[src/rtl/load_store_unit_if.sv]
// Signal bundle between execute, the load/store unit, the data bus and writeback.
// The slave modport is the load/store unit's view; master is the surrounding pipeline/bus.
interface load_store_unit_if;
  logic        req_valid;
  logic        req_ready;
  logic        req_store;
  logic [2:0]  req_funct3;
  logic [31:0] req_addr;
  logic [31:0] req_wdata;
  logic [4:0]  req_rd;

  logic        mem_valid;
  logic        mem_ready;
  logic [31:0] mem_addr;
  logic        mem_we;
  logic [3:0]  mem_wstrb;
  logic [31:0] mem_wdata;
  logic [31:0] mem_rdata;

  logic        rsp_valid;
  logic        rsp_ready;
  logic [4:0]  rsp_rd;
  logic [31:0] rsp_data;
  logic        rsp_fault;
  logic [1:0]  rsp_cause;

  modport slave (
    input  req_valid, req_store, req_funct3, req_addr, req_wdata, req_rd,
    input  mem_ready, mem_rdata, rsp_ready,
    output req_ready, mem_valid, mem_addr, mem_we, mem_wstrb, mem_wdata,
    output rsp_valid, rsp_rd, rsp_data, rsp_fault, rsp_cause
  );

  modport master (
    output req_valid, req_store, req_funct3, req_addr, req_wdata, req_rd,
    output mem_ready, mem_rdata, rsp_ready,
    input  req_ready, mem_valid, mem_addr, mem_we, mem_wstrb, mem_wdata,
    input  rsp_valid, rsp_rd, rsp_data, rsp_fault, rsp_cause
  );
endinterface

[src/rtl/load_store_unit.sv]
// RV32I memory stage: checks legality/alignment, runs one word-bus transaction with byte
// strobes and a bounded wait, then returns extended load data or a fault to writeback.
module load_store_unit #(
  parameter int unsigned TIMEOUT = 255
) (
  input logic              clk,
  input logic              rst_n,
  load_store_unit_if.slave bus
);

  typedef enum logic [1:0] {IDLE, BUS, RESP} state_t;
  typedef enum logic [1:0] {
    CAUSE_NONE     = 2'b00,
    CAUSE_MISALIGN = 2'b01,
    CAUSE_TIMEOUT  = 2'b10,
    CAUSE_ILLEGAL  = 2'b11
  } cause_t;

  localparam int unsigned   CW          = (TIMEOUT > 0) ? $clog2(TIMEOUT + 1) : 1;
  localparam logic [CW-1:0] TIMEOUT_VAL = CW'(TIMEOUT);

  state_t        state_q, state_nxt;
  logic          store_q;
  logic [2:0]    funct3_q;
  logic [31:0]   addr_q;
  logic [31:0]   wdata_q;
  logic [4:0]    rd_q;
  logic [31:0]   data_q;
  cause_t        cause_q;
  logic [CW-1:0] cnt_q;
  logic [CW-1:0] cnt_inc;

  cause_t        req_cause;
  logic          accept;
  logic          handshake;
  logic          timeout_hit;
  logic [31:0]   load_ext;
  logic          bus_active;
  logic          resp_active;

  assign cnt_inc = cnt_q + 1'b1;

  // Illegal encodings take priority over misalignment.
  // NOTE: every signal driven from always_comb gets a default first, so no path infers a latch.
  always_comb begin
    req_cause = CAUSE_NONE;
    if (bus.req_store ? (bus.req_funct3[2] || bus.req_funct3[1:0] == 2'b11)
                      : (bus.req_funct3[1:0] == 2'b11 || bus.req_funct3 == 3'b110))
      req_cause = CAUSE_ILLEGAL;
    else if ((bus.req_funct3[1:0] == 2'b01 && bus.req_addr[0]) ||
             (bus.req_funct3[1:0] == 2'b10 && bus.req_addr[1:0] != 2'b00))
      req_cause = CAUSE_MISALIGN;
  end

  // NOTE: state and datapath registers use non-blocking assignments so every flop samples
  // pre-edge values regardless of process ordering.
  always_ff @(posedge clk or negedge rst_n) begin
    if (!rst_n) state_q <= IDLE;
    else        state_q <= state_nxt;
  end

  always_comb begin
    state_nxt   = state_q;
    accept      = 1'b0;
    handshake   = 1'b0;
    timeout_hit = 1'b0;
    case (state_q)
      IDLE: begin
        if (bus.req_valid) begin
          accept    = 1'b1;
          state_nxt = (req_cause != CAUSE_NONE) ? RESP : BUS;
        end
      end
      BUS: begin
        // A ready in the final allowed cycle beats the timeout.
        if (bus.mem_ready) begin
          handshake = 1'b1;
          state_nxt = RESP;
        end else if ((TIMEOUT != 0) && (cnt_inc == TIMEOUT_VAL)) begin
          timeout_hit = 1'b1;
          state_nxt   = RESP;
        end
      end
      RESP: begin
        if (bus.rsp_ready) state_nxt = IDLE;
      end
      default: state_nxt = IDLE;
    endcase
  end

  always_comb begin
    logic [31:0] shifted;
    logic [15:0] half;
    logic        sext;
    shifted  = bus.mem_rdata >> {addr_q[1:0], 3'b000};
    half     = addr_q[1] ? bus.mem_rdata[31:16] : bus.mem_rdata[15:0];
    sext     = ~funct3_q[2];
    case (funct3_q[1:0])
      2'b00:   load_ext = {{24{sext & shifted[7]}}, shifted[7:0]};
      2'b01:   load_ext = {{16{sext & half[15]}}, half};
      default: load_ext = bus.mem_rdata;
    endcase
  end

  always_ff @(posedge clk or negedge rst_n) begin
    if (!rst_n) begin
      store_q  <= 1'b0;
      funct3_q <= 3'b000;
      addr_q   <= '0;
      wdata_q  <= '0;
      rd_q     <= '0;
      data_q   <= '0;
      cause_q  <= CAUSE_NONE;
      cnt_q    <= '0;
    end else begin
      if (accept) begin
        store_q  <= bus.req_store;
        funct3_q <= bus.req_funct3;
        addr_q   <= bus.req_addr;
        wdata_q  <= bus.req_wdata;
        rd_q     <= bus.req_rd;
        data_q   <= '0;
        cause_q  <= req_cause;
        cnt_q    <= '0;
      end
      if (handshake) begin
        if (!store_q) data_q <= load_ext;
      end else if (timeout_hit) begin
        cause_q <= CAUSE_TIMEOUT;
      end else if (state_q == BUS) begin
        cnt_q <= cnt_inc;
      end
      if (state_q == RESP && bus.rsp_ready) cnt_q <= '0;
    end
  end

  assign bus_active  = (state_q == BUS);
  assign resp_active = (state_q == RESP);

  assign bus.req_ready = (state_q == IDLE);
  assign bus.mem_valid = bus_active;
  assign bus.mem_addr  = bus_active ? {addr_q[31:2], 2'b00} : 32'h0;
  assign bus.mem_we    = bus_active & store_q;

  always_comb begin
    bus.mem_wstrb = 4'b0000;
    bus.mem_wdata = 32'h0;
    if (bus_active && store_q) begin
      case (funct3_q[1:0])
        2'b00: begin
          bus.mem_wstrb = 4'b0001 << addr_q[1:0];
          bus.mem_wdata = {4{wdata_q[7:0]}};
        end
        2'b01: begin
          bus.mem_wstrb = addr_q[1] ? 4'b1100 : 4'b0011;
          bus.mem_wdata = {2{wdata_q[15:0]}};
        end
        default: begin
          bus.mem_wstrb = 4'b1111;
          bus.mem_wdata = wdata_q;
        end
      endcase
    end
  end

  // Stores and faults report rd 0 and data 0; data_q is cleared on every accept.
  assign bus.rsp_valid = resp_active;
  assign bus.rsp_fault = resp_active && (cause_q != CAUSE_NONE);
  assign bus.rsp_cause = resp_active ? cause_q : CAUSE_NONE;
  assign bus.rsp_rd    = (resp_active && !store_q && cause_q == CAUSE_NONE) ? rd_q : 5'd0;
  assign bus.rsp_data  = resp_active ? data_q : 32'h0;

endmodule
[src/flat_wrapper.sv]
// flat-port wrapper written by rule: the top's interface ports become plain ports
module load_store_unit_flat 
#(
  parameter int unsigned TIMEOUT = 255
)
  (clk, rst_n, bus_req_valid, bus_req_store, bus_req_funct3, bus_req_addr, bus_req_wdata, bus_req_rd, bus_mem_ready, bus_mem_rdata, bus_rsp_ready, bus_req_ready, bus_mem_valid, bus_mem_addr, bus_mem_we, bus_mem_wstrb, bus_mem_wdata, bus_rsp_valid, bus_rsp_rd, bus_rsp_data, bus_rsp_fault, bus_rsp_cause);
  load_store_unit_if bus_i ();
  input logic clk;
  input logic rst_n;
  input wire logic [$bits(bus_i.req_valid)-1:0] bus_req_valid;
  input wire logic [$bits(bus_i.req_store)-1:0] bus_req_store;
  input wire logic [$bits(bus_i.req_funct3)-1:0] bus_req_funct3;
  input wire logic [$bits(bus_i.req_addr)-1:0] bus_req_addr;
  input wire logic [$bits(bus_i.req_wdata)-1:0] bus_req_wdata;
  input wire logic [$bits(bus_i.req_rd)-1:0] bus_req_rd;
  input wire logic [$bits(bus_i.mem_ready)-1:0] bus_mem_ready;
  input wire logic [$bits(bus_i.mem_rdata)-1:0] bus_mem_rdata;
  input wire logic [$bits(bus_i.rsp_ready)-1:0] bus_rsp_ready;
  output wire logic [$bits(bus_i.req_ready)-1:0] bus_req_ready;
  output wire logic [$bits(bus_i.mem_valid)-1:0] bus_mem_valid;
  output wire logic [$bits(bus_i.mem_addr)-1:0] bus_mem_addr;
  output wire logic [$bits(bus_i.mem_we)-1:0] bus_mem_we;
  output wire logic [$bits(bus_i.mem_wstrb)-1:0] bus_mem_wstrb;
  output wire logic [$bits(bus_i.mem_wdata)-1:0] bus_mem_wdata;
  output wire logic [$bits(bus_i.rsp_valid)-1:0] bus_rsp_valid;
  output wire logic [$bits(bus_i.rsp_rd)-1:0] bus_rsp_rd;
  output wire logic [$bits(bus_i.rsp_data)-1:0] bus_rsp_data;
  output wire logic [$bits(bus_i.rsp_fault)-1:0] bus_rsp_fault;
  output wire logic [$bits(bus_i.rsp_cause)-1:0] bus_rsp_cause;
  assign bus_i.req_valid = bus_req_valid;
  assign bus_i.req_store = bus_req_store;
  assign bus_i.req_funct3 = bus_req_funct3;
  assign bus_i.req_addr = bus_req_addr;
  assign bus_i.req_wdata = bus_req_wdata;
  assign bus_i.req_rd = bus_req_rd;
  assign bus_i.mem_ready = bus_mem_ready;
  assign bus_i.mem_rdata = bus_mem_rdata;
  assign bus_i.rsp_ready = bus_rsp_ready;
  assign bus_req_ready = bus_i.req_ready;
  assign bus_mem_valid = bus_i.mem_valid;
  assign bus_mem_addr = bus_i.mem_addr;
  assign bus_mem_we = bus_i.mem_we;
  assign bus_mem_wstrb = bus_i.mem_wstrb;
  assign bus_mem_wdata = bus_i.mem_wdata;
  assign bus_rsp_valid = bus_i.rsp_valid;
  assign bus_rsp_rd = bus_i.rsp_rd;
  assign bus_rsp_data = bus_i.rsp_data;
  assign bus_rsp_fault = bus_i.rsp_fault;
  assign bus_rsp_cause = bus_i.rsp_cause;
  load_store_unit #(.TIMEOUT(TIMEOUT)) u_core (.clk(clk), .rst_n(rst_n), .bus(bus_i));
endmodule
[config.mk]
export PLATFORM = sky130hd
export DESIGN_NAME = load_store_unit_flat
export DESIGN_NICKNAME = d
export VERILOG_FILES = /design/src/rtl/load_store_unit_if.sv /design/src/rtl/load_store_unit.sv /design/src/flat_wrapper.sv
export SDC_FILE = /design/constraint.sdc
export NUM_CORES = 1
export LEC_CHECK = 0
export ABC_CLOCK_PERIOD_IN_PS = 2760
export CORE_ASPECT_RATIO = 0.75
export CORE_MARGIN = 2
export CORE_UTILIZATION = 46
export CTS_BUF_LIST = sky130_fd_sc_hd__clkbuf_16
export CTS_CLUSTER_DIAMETER = 30
export CTS_CLUSTER_SIZE = 8
export DETAILED_ROUTE_END_ITERATION = 6
export HOLD_SLACK_MARGIN = 0.08
export PLACE_DENSITY = 0.82
export RECOVER_POWER = 25
export SYNTH_ARGS = -nofsm -noshare
export SYNTH_HDL_FRONTEND = slang
export SYNTH_SLANG_ARGS = --single-unit
[constraint.sdc]
create_clock -name clk -period 2.76 [get_ports clk]
set_clock_uncertainty 0.15 [all_clocks]
set_input_delay 0.552 -clock clk [delete_from_list [all_inputs] [get_ports clk]]
set_output_delay 0.552 -clock clk [all_outputs]
set_load 0.01 [all_outputs]
# Word-level counts from Yosys, hierarchy flattened
# Cells that the tools add are included.
[op_classes] muxes=38 shift=2 div_mod_pow=0 magnitude_cmp=0 add_sub_neg=1 n_reduce_logical=18 mul=0 n_bitwise=4 eq_ne=11
[ops] cell="$mux 32" n=6
[ops] cell="$pmux 32 s2" n=2
[ops] cell="$mux 8" n=5
[ops] cell="$shr 32x5->8" n=1
[ops] cell="$mux 2" n=10
[ops] cell="$mux 16" n=1
[ops] cell="$mux 1" n=9
[ops] cell="$add 8x1->8 const B" n=1
[ops] cell="$eq 8x8->1 const B" n=1
[ops] cell="$mux 4" n=2
[ops] cell="$pmux 4 s2" n=1
[ops] cell="$logic_and 1x1->1" n=7
[ops] cell="$eq 2x1->1 const B" n=3
[ops] cell="$eq 2x2->1 const B" n=3
[ops] cell="$logic_not 2->1" n=3
[ops] cell="$pmux 2 s3" n=1
[ops] cell="$reduce_bool 2->1" n=3
[ops] cell="$mux 5" n=1
[ops] cell="$ne 2x2->1 const B" n=2
[ops] cell="$shl 1x2->4 const A" n=1
[ops] cell="$and 1x1->1" n=3
[ops] cell="$eq 3x3->1 const B" n=1
[ops] cell="$logic_or 1x1->1" n=3
[ops] cell="$ne 3x3->1 const B" n=1
[ops] cell="other kinds (3)" n=3
[totals] out_inout_bits=112 mem_count=0 ram_bits=0 romBits=0 latchBits=0 wordCells=83 inputBits=110 ff_bits=117

# Longest topological paths before layout
# Gate-level depths: netlist (run 1).
[logic_depth] depth_word=9 mapped_depth=9 ltp_nobuf=8

# Least setup slack after synthesis (run 1)
# Ideal clock, no wire load.
[synth_path] path_type="reg-to-output" startpoint="reg u_core.funct3_q[1]" endpoint="out bus_mem_wdata[19]" path_stages_with_launch=6 slack_ns=0.568 path_buffers=3 arrival_time_ns=1.490 required_time_ns=2.058 path_cell_list="dfrtp_1 -> clkbuf_1 -> clkbuf_1 -> buf_1 -> mux2i_1 -> nor2_1"
[synth_via] elab_chain_cells=3 elab_cells_between_ends=4 classes_between="eq/ne (1); mux (2); reduce/logical (1)"
[synth_rtl] item="start: declaration" line="load_store_unit.sv:24" text="logic [2:0] funct3_q;"
[synth_rtl] item="start signal: assignment" line="load_store_unit.sv:118" text="funct3_q <= bus.req_funct3;"
[synth_rtl] item="$eq 2x1->1 / $logic_not 2->1 (equally long branches)" line="load_store_unit.sv:149" text="case (funct3_q[1:0])"
[synth_rtl] item="$pmux 32 s2 (*)" line="load_store_unit.sv:149"
[synth_rtl] item="$mux 32 (*)" line="load_store_unit.sv:148" text="if (bus_active && store_q) begin"
[synth_rtl] item="end: declaration" line="flat_wrapper.sv:24" text="output wire logic [$bits(bus_i.mem_wdata)-1:0] bus_mem_wdata;"
# Mark *: on every way between the ends. The rest lies on a longest branch, timed or not.

# Worst setup path after layout (run 1)
[layout_path] startpoint="reg u_core.state_q[1]" endpoint="out bus_mem_addr[17]"
[layout_via] elab_chain_cells=2
[layout_rtl] item="start: declaration" line="load_store_unit.sv:22" text="state_t state_q, state_nxt;"
[layout_rtl] item="start signal: assignment" line="load_store_unit.sv:59" text="else state_q <= state_nxt;"
[layout_rtl] item="$eq 2x1->1" line="load_store_unit.sv:137" text="assign bus_active = (state_q == BUS);"
[layout_rtl] item="$mux 32" line="load_store_unit.sv:142" text="assign bus.mem_addr = bus_active ? {addr_q[31:2], 2'b00} : 32'h0;"
[layout_rtl] item="end: declaration" line="flat_wrapper.sv:21" text="output wire logic [$bits(bus_i.mem_addr)-1:0] bus_mem_addr;"
# Every way passes these cells.

==> results of run 1 <==
-- cell type report --
class                   instances  area [sq um]
repair buffers                243          2506
clock buffers                  17         425.4
flip-flops and latches        117          2932
fillers                       980          3691
clock inverters                15         215.2
inverters                      14         55.05
well taps                     171         214.0
multi-input cells             603          3114
-- Yosys cell counts (all sizes together) (3+ instances only) --
cell	n
nand2b	4
and2	75
nor4	3
a221oi	8
buf	12
o22ai	11
mux2i	23
and3	8
dfrtp	117
a21oi	47
nand3	9
nand2	281
clkbuf	45
nor2	38
nor3	3
inv	14
or2	3
o21ai	50
nor3b	8
-- path summary, 6_finish.rpt --
check | end | slack, ns | cells after the start
min | u_core.addr_q[26] | 0.31 | 2
max reg2reg | u_core.data_q[23] | 0.23 | 5
max in group asynchronous | u_core.store_q | 0.43 | 3
min reg2reg | u_core.addr_q[26] | 0.31 | 2
max | bus_mem_addr[17] | 0.07 | 4
min in group asynchronous | u_core.cnt_q[6] | 0.69 | 2
-- sequential cells by signal, indices dropped and copies added (netlist names) --
name,flops
u_core.addr_q,32
u_core.cause_q,2
u_core.cnt_q,8
u_core.data_q,32
u_core.funct3_q,3
u_core.rd_q,5
u_core.state_q,2
u_core.store_q,1
u_core.wdata_q,32
-- logic make-up after synthesis --
family	count (synthesis)
muxes	25
AOI/OAI and AO/OA	132
other	1
xor gates and xnor gates	1
DFF	117
buffers and inverters	71
and+or+nand+nor	441
adders and majority gates	2
-- stage by stage --
| step | worst slack, ns | hold slack [ns] | setup TNS, ns |
|---|---|---|---|
| 6_report | 0.06915 | 0.3133 | 0 |
| 5_1_grt | 0.005614 | 0.3288 | 0 |
| 4_1_cts | 0.004689 | 0.3178 | 0 |
| 3_5_place_dp | -0.06348 | 0.3037 | -0.3700 |
| 3_3_place_gp | 0.01875 | 0.2989 | 0 |
| 2_1_floorplan | 0.5677 | 0.1064 | 0 |
-- report_power, final --
group	switching (mW)	total (mW)	internal [mW]
Sequential	0.513	2.88	2.37
Combinational	1.80	3.18	1.38
Clock	0.858	2.39	1.53
Total	3.17	8.45	5.28
-- metal layers --
layer / global-route usage [%] / vias to the layer above / part of all wire (%)
met1: 35.75 / 2936 / 43
met5: 0 / - / 0
met2: 41.24 / 324 / 45
li1: - / 2993 / -
met3: 9.541 / 22 / 11
met4: 6.999 / 0 / 0.98
-- worst min-delay path, delay by kind of cell, from the launching register on --
family	cells	cell delay [ns]
flops	1	0.33
simple gates	2	0.10
-- timing repair --
item                                    in CTS  in global routing
hold endpoints to repair                    33                  0
hold buffers                                 1                  0
gates resized for setup                     18                 52
endpoints found under the setup margin      77                 73
setup buffers                                1                  0
gates cloned                                 0                  0
==> metrics.md, run 1 <==
| Metric | Value |
|---|---|
| Crit Path Class | reg -> out |
| CP Data Arrival Time | 1.99 ns |
| Post-detailed-route wirelength per cell | 16.41 microns |
| Slew Viols, Final | 0 |
| Largest family of logic cells by synthesized area | simple AND/OR/NAND/NOR gates |
| Die width | approximately 140 microns |
| Post-synth top area share | between 40% and 50% |
| CTS buffer count | 17 |
| Post-synthesis mux area share | under 10% |
| Adder-cell area share of the yosys netlist | less than 1% |
| Total grt overflow | 0 |
| Most common cell after layout, fill and taps aside | nand2_1 |
| Critical path's largest stage delay | 0.53 ns |
| Fin nets | between 1k and 1.5k |
| CP top delay family | buffers and inverters |
| WP buf/inv | 2 |
| Cells after Synth | 790 |
| GPL Wtd Cong | 0.8426 |
| EDFF count, synth | 0 |
| Die ar. | roughly 15000 sq um |
| CP Cell Sequence | and2b_2 > buf_12 > and2_1 > clkdlybuf4s50_1 |
| Core Region | about 13000 sq um |
| Startpoint types | flip-flop |
| Minimum clock period | between 2 and 3 ns |
| Post-route cell area | 9462 sq um |
| Pwr Total | 8.451 mW |
| Die height | approximately 110 microns |
| DR DRC count | 0 |
| Avg Inst Size Synth | ~8.0 sq um |
| Final Util | a little under three quarters |
| Commonest register cell after synthesis | dfrtp_1 |
| PD cells | just under 900 nW/um^2 |
| Worst skew pair latency | 0.41 ns |
| Worst hold path class | reg -> reg |
| Std-Cell Rows | 36 |
| Synthesized area | ~6300 sq um |
| Inst Count DP | about 1.1k |
| GRT Total Usage | 26.63% |
| Status | complete, no violations |
| CTS tree | built |
| Hold path startpoint | u_core.addr_q[26] |
| Post-synth top area cell | dfrtp_1 |
| Number of max-cap violations | 0 |
| Slowest cell on the critical path | clkdlybuf4s50_1 |
| Antenna violations before repair | 0 |
| Post-route ant nets | 0 |
| Wirelength, routed | 19360 microns |
| Sequential share of the synthesized area | 46.55% |
| Most frequent cells in the layout | nand2_1, clkdlybuf4s50_1, dfrtp_1 |
| Ys async rst share | 100.0% |
| Final non-filler cell total | roughly 1.2k |
| Worst-Margin Slew | 1.188 ns |
| Netlist cell types | 50 |
| Post-Synth Simple-Gate Area | a little under a third |
| Final period util | 97.49% |
| DRT iter0 DRCs | 488 |
| Clock Tree Buf Depth | 2 |
| First-pass GRT wire length | roughly 31000 microns |
| Setup crit start | u_core.state_q[1] |
| Router iterations before antenna repair | 5 |
| Antenna diode count | 0 |
| Worst vdd ir | 0.0005389 V |
| Share of cells above drive strength 1 | 8.028% |
| Worst Path Required | around 2.1 ns |
| Worst r2r src | u_core.addr_q[1] |
| DP HPWL | 13190 microns |
| Largest net degree at the start of global routing | 76 |
| I/O Pins | approximately 220 |
| CP max FO | between 40 and 50 |
| Highest Clock Rate | between 300 and 400 MHz |
| Reg clk slew, reported paths | about 0.060 ns |
| Sink Count | about 120 |
| Layout Area Growth over Synthesis | 50.43% |
| Starting Density | between 40% and 50% |
| H-tree levels | 4 |
| Final count of hold timing violations | 0 |
| Slew margin rel. | between 20 and 25% |
| P_leak | 5.109 nW |
| RSZ-0062 raised after global routing | false |
| PortBufs | between 200 and 250 |
| Post-DP Area | 8668 sq um |
| Vias | roughly 6.3k |
| Ys Warns | 0 |
| Vias in the first global route | just over 6k |
| Routed vias/inst | 5.318 |
| Root Buffer | clkbuf_16 |
| Seq cells post-synth | 117 |
| Post-synthesis compound-gate area fraction | about 12% |
| Synth area leaders | dfrtp_1, nand2_1, and2_1, a21oi_1, mux2i_1 |
| Crit end category | primary output |
| Setup-failing EPs final | 0 |
| Post-Synth XOR/XNOR Area | less than 1% |
Power figures use the tool's default switching activity.
==> run 2: changes to the inputs <==
Settings changed: CORE_UTILIZATION 46 to 47, CTS_BUF_LIST sky130_fd_sc_hd__clkbuf_16 to sky130_fd_sc_hd__clkbuf_4 sky130_fd_sc_hd__clkbuf_8, PLACE_DENSITY 0.82 to 0.83.
==> run 2 against run 1 <==
  * Maximum frequency decreased by 0.39%
  * Sequential cell count is the same
  * Routed wire length up 2.6%
  * Global-route usage increased by 1.3 points
  * Cell area is 2.0% lower
  * Clock power is 15% lower
  * Register-to-register slack worse by 0.02 ns
  * Critical path type unchanged
  * Combinational power hardly changed
  * Critical path depth up 1
  * Utilization shrank 0.69 points
  * First-iteration DRC count increased by 4.9%
  * Worst hold slack improved by 0.00092 ns
  * Largest power group unchanged
==> metrics.md, run 2 (synthesized netlist as in run 1, its figures left out) <==
| Metric | Value |
|---|---|
| CP Cell Sequence | nand2b_4 > clkinvlp_4 > buf_6 > and2_1 > clkdlybuf4s50_1 |
| Worst-Margin Slew | 1.455 ns (+0.2668 ns) |
| Reg2Reg Setup Slack | 0.21 ns (-0.02 ns) |
| Vias | 6300 (+0.40%) |
| Starting Density | 48.32% (+0.50 points) |
| CTS buffer count | 17 (unchanged) |
| Number of max-cap violations | 0 (unchanged) |
| Final non-filler cell total | 1183 (+0.25%) |
| CTS tree | built |
| PortBufs | 219 (unchanged) |
| Final Util | 71.25% (-0.69 points) |
| Largest regs | u_core.addr_q (32), u_core.data_q (32), u_core.wdata_q (32) |
| Final count of hold timing violations | 0 (unchanged) |
| Final period util | 97.88% (+0.39 points) |
| Post-detailed-route wirelength per cell | 16.80 microns (+2.4%) |
| Most frequent cells in the layout | nand2_1, clkdlybuf4s50_1, dfrtp_1 |
| Worst Path Required | 2.06 ns (about the same) |
| Core Region | 13020 sq um (-1.0%) |
| Wirelength, routed | 19870 microns (+2.6%) |
| Hold_ws | 0.3142 ns (+0.0009170 ns) |
| Sink Count | 117 (unchanged) |
| GRT Total Usage | 27.93% (+1.3 points) |
| DP HPWL | 13540 microns (+2.6%) |
| Fin nets | 1111 (+0.27%) |
| Share of cells above drive strength 1 | 7.905% (-0.12 points) |
| Router iterations before antenna repair | 5 (unchanged) |
| CP top delay family | buffers and inverters |
| Highest Clock Rate | 370.2 MHz (-0.39%) |
| Routed vias/inst | 5.325 (+0.14%) |
| Slew Viols, Final | 0 (unchanged) |
| Worst hold path class | reg -> reg |
| Antenna violations before repair | 0 (unchanged) |
| Slowest cell on the critical path | clkdlybuf4s50_1 |
| I/O Pins | 222 (unchanged) |
| DR DRC count | 0 (unchanged) |
| Vias in the first global route | 6121 (-1.8%) |
| CP Data Arrival Time | 2.00 ns (about the same) |
| Layout Area Growth over Synthesis | 47.46% |
| Startpoint types | flip-flop |
| First-pass GRT wire length | 31170 microns (-0.73%) |
| Total grt overflow | 0 (unchanged) |
| Setup-failing EPs final | 0 (unchanged) |
| Worst skew pair latency | 0.43 ns (+0.02 ns) |
| Die width | 137.6 microns (-1.0%) |
| Crit end category | primary output |
| Root Buffer | clkbuf_8 |
| Antenna diode count | 0 (unchanged) |
| H-tree levels | 4 (unchanged) |
| Most common cell after layout, fill and taps aside | nand2_1 |
| Die height | 104.2 microns (-1.0%) |
| Largest net degree at the start of global routing | 76 (unchanged) |
| Die ar. | 14330 sq um (-2.1%) |
| Inst Count DP | 1146 (unchanged) |
| Crit Path Class | reg -> out |
| Clock Tree Buf Depth | 2 (unchanged) |
| GPL Wtd Cong | 0.9141 (+8.5%) |
| Status | complete, no violations |
| Worst vdd ir | 0.0005194 V (-3.6%) |
| WP buf/inv | 3 (+1) |
| CP max FO | 9 (-78%) |
| Reg clk slew, reported paths | 0.06 ns (about the same) |
| Slew margin rel. | 3.010% (-18 points) |
| Std-Cell Rows | 36 (unchanged) |
| Post-route ant nets | 0 (unchanged) |
| P_leak | 5.065 nW (-0.86%) |
| Minimum clock period | 2.702 ns (+0.01065 ns) |
| DRT iter0 DRCs | 512 (+4.9%) |
| Critical path's largest stage delay | 0.54 ns (about the same) |
| PD cells | 869.4 nW/um^2 (-2.7%) |
==> run 2: cell types whose count changed in the layout (fill, tap and decap cells not counted), moves of 2 or more <==
cell | previous run | this run
buf_4 | 15 | 17
clkinv_2 | 0 | 2
clkinv_4 | 4 | 0
clkdlybuf4s50_1 | 165 | 127
inv_6 | 6 | 0
dfrtp_1 | 114 | 116
dlygate4sd2_1 | 11 | 63
dlymetal6s2s_1 | 42 | 28
clkbuf_8 | 0 | 23
clkbuf_16 | 17 | 0
dfrtp_2 | 3 | 1
bufinv_16 | 4 | 6
==> run 2: layout make-up <==
type                    instances  area (sq um)
clock buffers                  24         324.1
clock inverters                 8         190.2
multi-input cells             603          3107
repair buffers                246          2455
well taps                     171         214.0
fillers                      1048          3742
inverters                      14         56.30
flip-flops and latches        117          2929
==> run 2: final timing paths <==
kind,end,depth (start not counted),start
max in group asynchronous,u_core.wdata_q[22],3,rst_n
min in group asynchronous,u_core.data_q[20],2,rst_n
hold / removal,u_core.addr_q[15],2,u_core.addr_q[15]
hold reg to reg,u_core.addr_q[15],2,u_core.addr_q[15]
setup / recovery,bus_rsp_data[22],5,u_core.state_q[0]
setup reg to reg,u_core.data_q[27],5,u_core.addr_q[1]
==> run 2: metal layers <==
metal | track usage [%] | vias up | wire length [microns]
met2 | 42.68 | 307 | 9160
met5 | 0 | - | 0
met4 | 9.647 | 0 | 464
li1 | - | 2985 | -
met3 | 10.28 | 39 | 2257
met1 | 36.47 | 2969 | 7987
==> run 2: power by group <==
part / leakage [nW] / internal, mW / switching (mW)
logic: 3.30 / 1.35 / 1.79
registers: 1.50 / 2.36 / 0.521
clock network: 0.263 / 1.32 / 0.712
==> run 2: repair_timing <==
| action | 4_1_cts | 5_1_grt |
|---|---|---|
| setup endpoints to repair | 75 | 42 |
| hold buffers | 1 | 0 |
| cloned | 1 | 1 |
| buffers inserted | 1 | 1 |
| hold endpoints to repair | 24 | 0 |
| gates resized for setup | 70 | 35 |
==> run 2: worst min-delay path: cells and delay by family, from the launching register on <==
family	cells	cell delay, ns
DFF	1	0.33
and+or+nand+nor	2	0.10
==> run 2: stage by stage <==
stage | power, mW | instance area (sq um) | TNS, ns | setup WS (ns)
floorplan | 4.736 | 6294 | 0 | 0.5677
global placement | 5.865 | 8668 | -0.005857 | -0.003456
detailed placement | 5.949 | 8668 | -0.1217 | -0.05321
CTS | 8.023 | 9184 | 0 | 0.008278
global route | 8.597 | 9275 | -0.1001 | -0.01344
finish | 8.064 | 9275 | 0 | 0.05849
==> run 3: changes to the inputs <==
Settings changed: ABC_CLOCK_PERIOD_IN_PS 2760 to 2900, HOLD_SLACK_MARGIN 0.08 to not set.
Clock period 2.76 ns to 2.9 ns, I/O delays scaled along.
==> run 3 against run 2 <==
  * Critical endpoint is now bus_mem_wdata[28]
  * Setup slack worse by 0.028 ns
  * Sequential share of layout area increased by 0.35 points
  * Sequential cell count stayed put
==> metrics.md, run 3 (synthesized netlist as in run 1, its figures left out) <==
| Metric | Value |
|---|---|
| Status | complete, no violations |
| Internal power | 4.458 mW (-11%) |
| Share of cells above drive strength 1 | 7.730% (-0.17 points) |
| Core Region | 13020 sq um (unchanged) |
| Antenna diode count | 0 (unchanged) |
| Psw | 2.855 mW (-5.7%) |
| Die height | 104.2 microns (unchanged) |
| Router iterations before antenna repair | 5 (unchanged) |
| Part of the power in registers | 36.9% (+1.2 points) |
| Most frequent cells in the layout | nand2_1, clkdlybuf4s50_1, dfrtp_1 |
| Vias in the first global route | 6004 (-1.9%) |
| Worst-Margin Slew | 1.159 ns (-0.2962 ns) |
| Clock Tree Buf Depth | 2 (unchanged) |
| CP Cell Sequence | and2b_4 > nand2_1 > buf_6 > nor2_1 > clkdlybuf4s50_1 |
| GRT met1 Usage | 37.18% (+0.71 points) |
| Slew Viols, Final | 0 (unchanged) |
| P_leak | 4.612 nW (-8.9%) |
| Switching share of total power | 39.04% (+1.5 points) |
| Multi-input logic area | 3097 sq um (-0.32%) |
| DP HPWL | 13390 microns (-1.1%) |
| Minimum clock period | 2.870 ns |
| GPL Wtd Cong | 0.8583 (-6.1%) |
| Fill cells | 1039 (-0.86%) |
| Number of max-cap violations | 0 (unchanged) |
| Fin nets | 1108 (-0.27%) |
| Most Used Layer, Global Route | met2 |
| Die width | 137.6 microns (unchanged) |
| Layout Area Growth over Synthesis | 45.83% |
| CTS tree | built |
| PD cells | 797.3 nW/um^2 (-8.3%) |
| Worst hold path class | reg -> reg |
| Pwr Total | 7.314 mW (-9.3%) |
| Worst Path Required | 2.17 ns (+0.11 ns) |
| Reg clk slew, reported paths | 0.07 ns (about the same) |
| First-pass GRT wire length | 30720 microns (-1.4%) |
| Largest net degree at the start of global routing | 50 (-34%) |
| Starting Density | 48.32% (unchanged) |
| DRT iter0 DRCs | 505 (-1.4%) |
| Sink Count | 117 (unchanged) |
| Post-route setup TNS | 0 ns (unchanged) |
| GRT Total Usage | 27.32% (-0.61 points) |
| Die ar. | 14330 sq um (unchanged) |
| Final non-filler cell total | 1180 (-0.25%) |
| Startpoint types | flip-flop |
| Met2 GRT Util | 40.94% (-1.7 points) |
| CP max FO | 29 (+20) |
| Routed vias/inst | 5.336 (+0.19%) |
| Setup-failing EPs final | 0 (unchanged) |
| Total grt overflow | 0 (unchanged) |
| WP buf/inv | 2 (-1) |
| CP Data Arrival Time | 2.14 ns (+0.14 ns) |
| H-tree levels | 4 (unchanged) |
| CTS buffer count | 17 (unchanged) |
| I/O Pins | 222 (unchanged) |
| Slowest cell on the critical path | clkdlybuf4s50_1 |
| Wirelength, routed | 19170 microns (-3.5%) |
| Highest Clock Rate | between 300 and 400 MHz |
| Post-detailed-route wirelength per cell | 16.24 microns (-3.3%) |
| Register cell area after layout | 2929 sq um (unchanged) |
| DR DRC count | 0 (unchanged) |
| Final period util | 98.95% |
| Crit Path Class | reg -> out |
| Critical path's largest stage delay | 0.55 ns (about the same) |
| Vias | 6296 (-0.063%) |
| Clock power share | 21.9% (-3.3 points) |
| Slew margin rel. | 22.76% (+20 points) |
| CP top delay family | buffers and inverters |
| PortBufs | 219 (unchanged) |
| Std-Cell Rows | 36 (unchanged) |
| Root Buffer | clkbuf_8 |
| Worst vdd ir | 0.0004335 V (-17%) |
| Most common cell after layout, fill and taps aside | nand2_1 |
| Comb pwr share | 41.1% (+2.0 points) |
| Final count of hold timing violations | 0 (unchanged) |
| Inst Count DP | 1145 (-0.087%) |
| Largest regs | u_core.addr_q (32), u_core.data_q (32), u_core.wdata_q (32) |
| Post-route ant nets | 0 (unchanged) |
| Met3 Usage GRT | 9.893% (-0.39 points) |
| Reg2Reg Setup Slack | 0.46 ns (+0.25 ns) |
| Antenna violations before repair | 1 (+1) |
| RSZ-0062 raised after global routing | true |
| Worst skew pair latency | 0.43 ns (about the same) |
| Crit end category | primary output |
-- run 3: changes by cell type in the layout (fill, tap and decap cells not counted), sizes merged, moves of 3 or more --
cell and delta:
clkdlybuf4s50 +65, dlygate4sd2 -60, dlymetal6s2s -5, clkbuf -4, bufinv -3, clkinv +3, clkinvlp +3
-- run 3: per-layer routing --
| layer | routed length [microns] | vias to the layer above | share of wire [%] |
|---|---|---|---|
| met4 | 263 | 2 | 1.4 |
| met2 | 8680 | 285 | 45 |
| li1 | - | 2970 | - |
| met5 | 13 | - | 0.068 |
| met3 | 2113 | 28 | 11 |
| met1 | 8097 | 3011 | 42 |
-- run 3: worst paths after layout --
path | startpoint | to | depth (start not counted)
min | u_core.addr_q[6] | u_core.addr_q[6] | 2
min reg2reg | u_core.addr_q[6] | u_core.addr_q[6] | 2
max reg2reg | u_core.cnt_q[1] | u_core.cnt_q[5] | 7
max in group asynchronous | rst_n | u_core.funct3_q[1] | 3
max | u_core.state_q[1] | bus_mem_wdata[28] | 5
min in group asynchronous | rst_n | u_core.rd_q[2] | 2
-- run 3: metrics by stage --
step	hold slack [ns]	utilization (%)	instance area [sq um]	setup WS, ns
4_1_cts	0.3218	69.94	9105	0.004272
6_report	0.3170	70.46	9173	0.03050
2_1_floorplan	0.1344	-	6294	0.6797
3_5_place_dp	0.3041	66.34	8636	0.07418
3_3_place_gp	0.2998	66.34	8636	0.1466
5_1_grt	0.3322	70.46	9173	-0.03136
-- run 3: what timing repair did --
item                                    in CTS  in global routing
hold endpoints to repair                    39                  0
hold buffers                                 1                  0
buffers inserted                             2                  0
endpoints found under the setup margin      75                 73
gates resized for setup                      9                 28
-- run 3: cell type report --
| cell class | count | area share (%) |
|---|---|---|
| inverter | 14 | 0.5729 |
| sequential | 117 | 31.93 |
| clock inverter | 12 | 1.664 |
| multi-input combinational | 603 | 33.76 |
| tap | 171 | 2.333 |
| clock buffer | 20 | 3.001 |
| timing repair buffer | 243 | 26.74 |
-- run 3: power groups by stage --
| stage | Clock (mW) | Combinational, mW | Sequential, mW |
|---|---|---|---|
| 3_3_place_gp | 0 | 2.83 | 2.72 |
| 3_5_place_dp | 0 | 2.89 | 2.74 |
| 5_1_grt | 1.71 | 3.36 | 2.78 |
| 4_1_cts | 1.63 | 2.98 | 2.69 |
| 6_report | 1.60 | 3.01 | 2.70 |
| 2_1_floorplan | 0 | 1.96 | 2.54 |
-- run 3: worst min-delay path: cells and delay by family (launching register included) --
kind          cells  cell delay [ns]
simple gates      2             0.10
flops             1             0.34
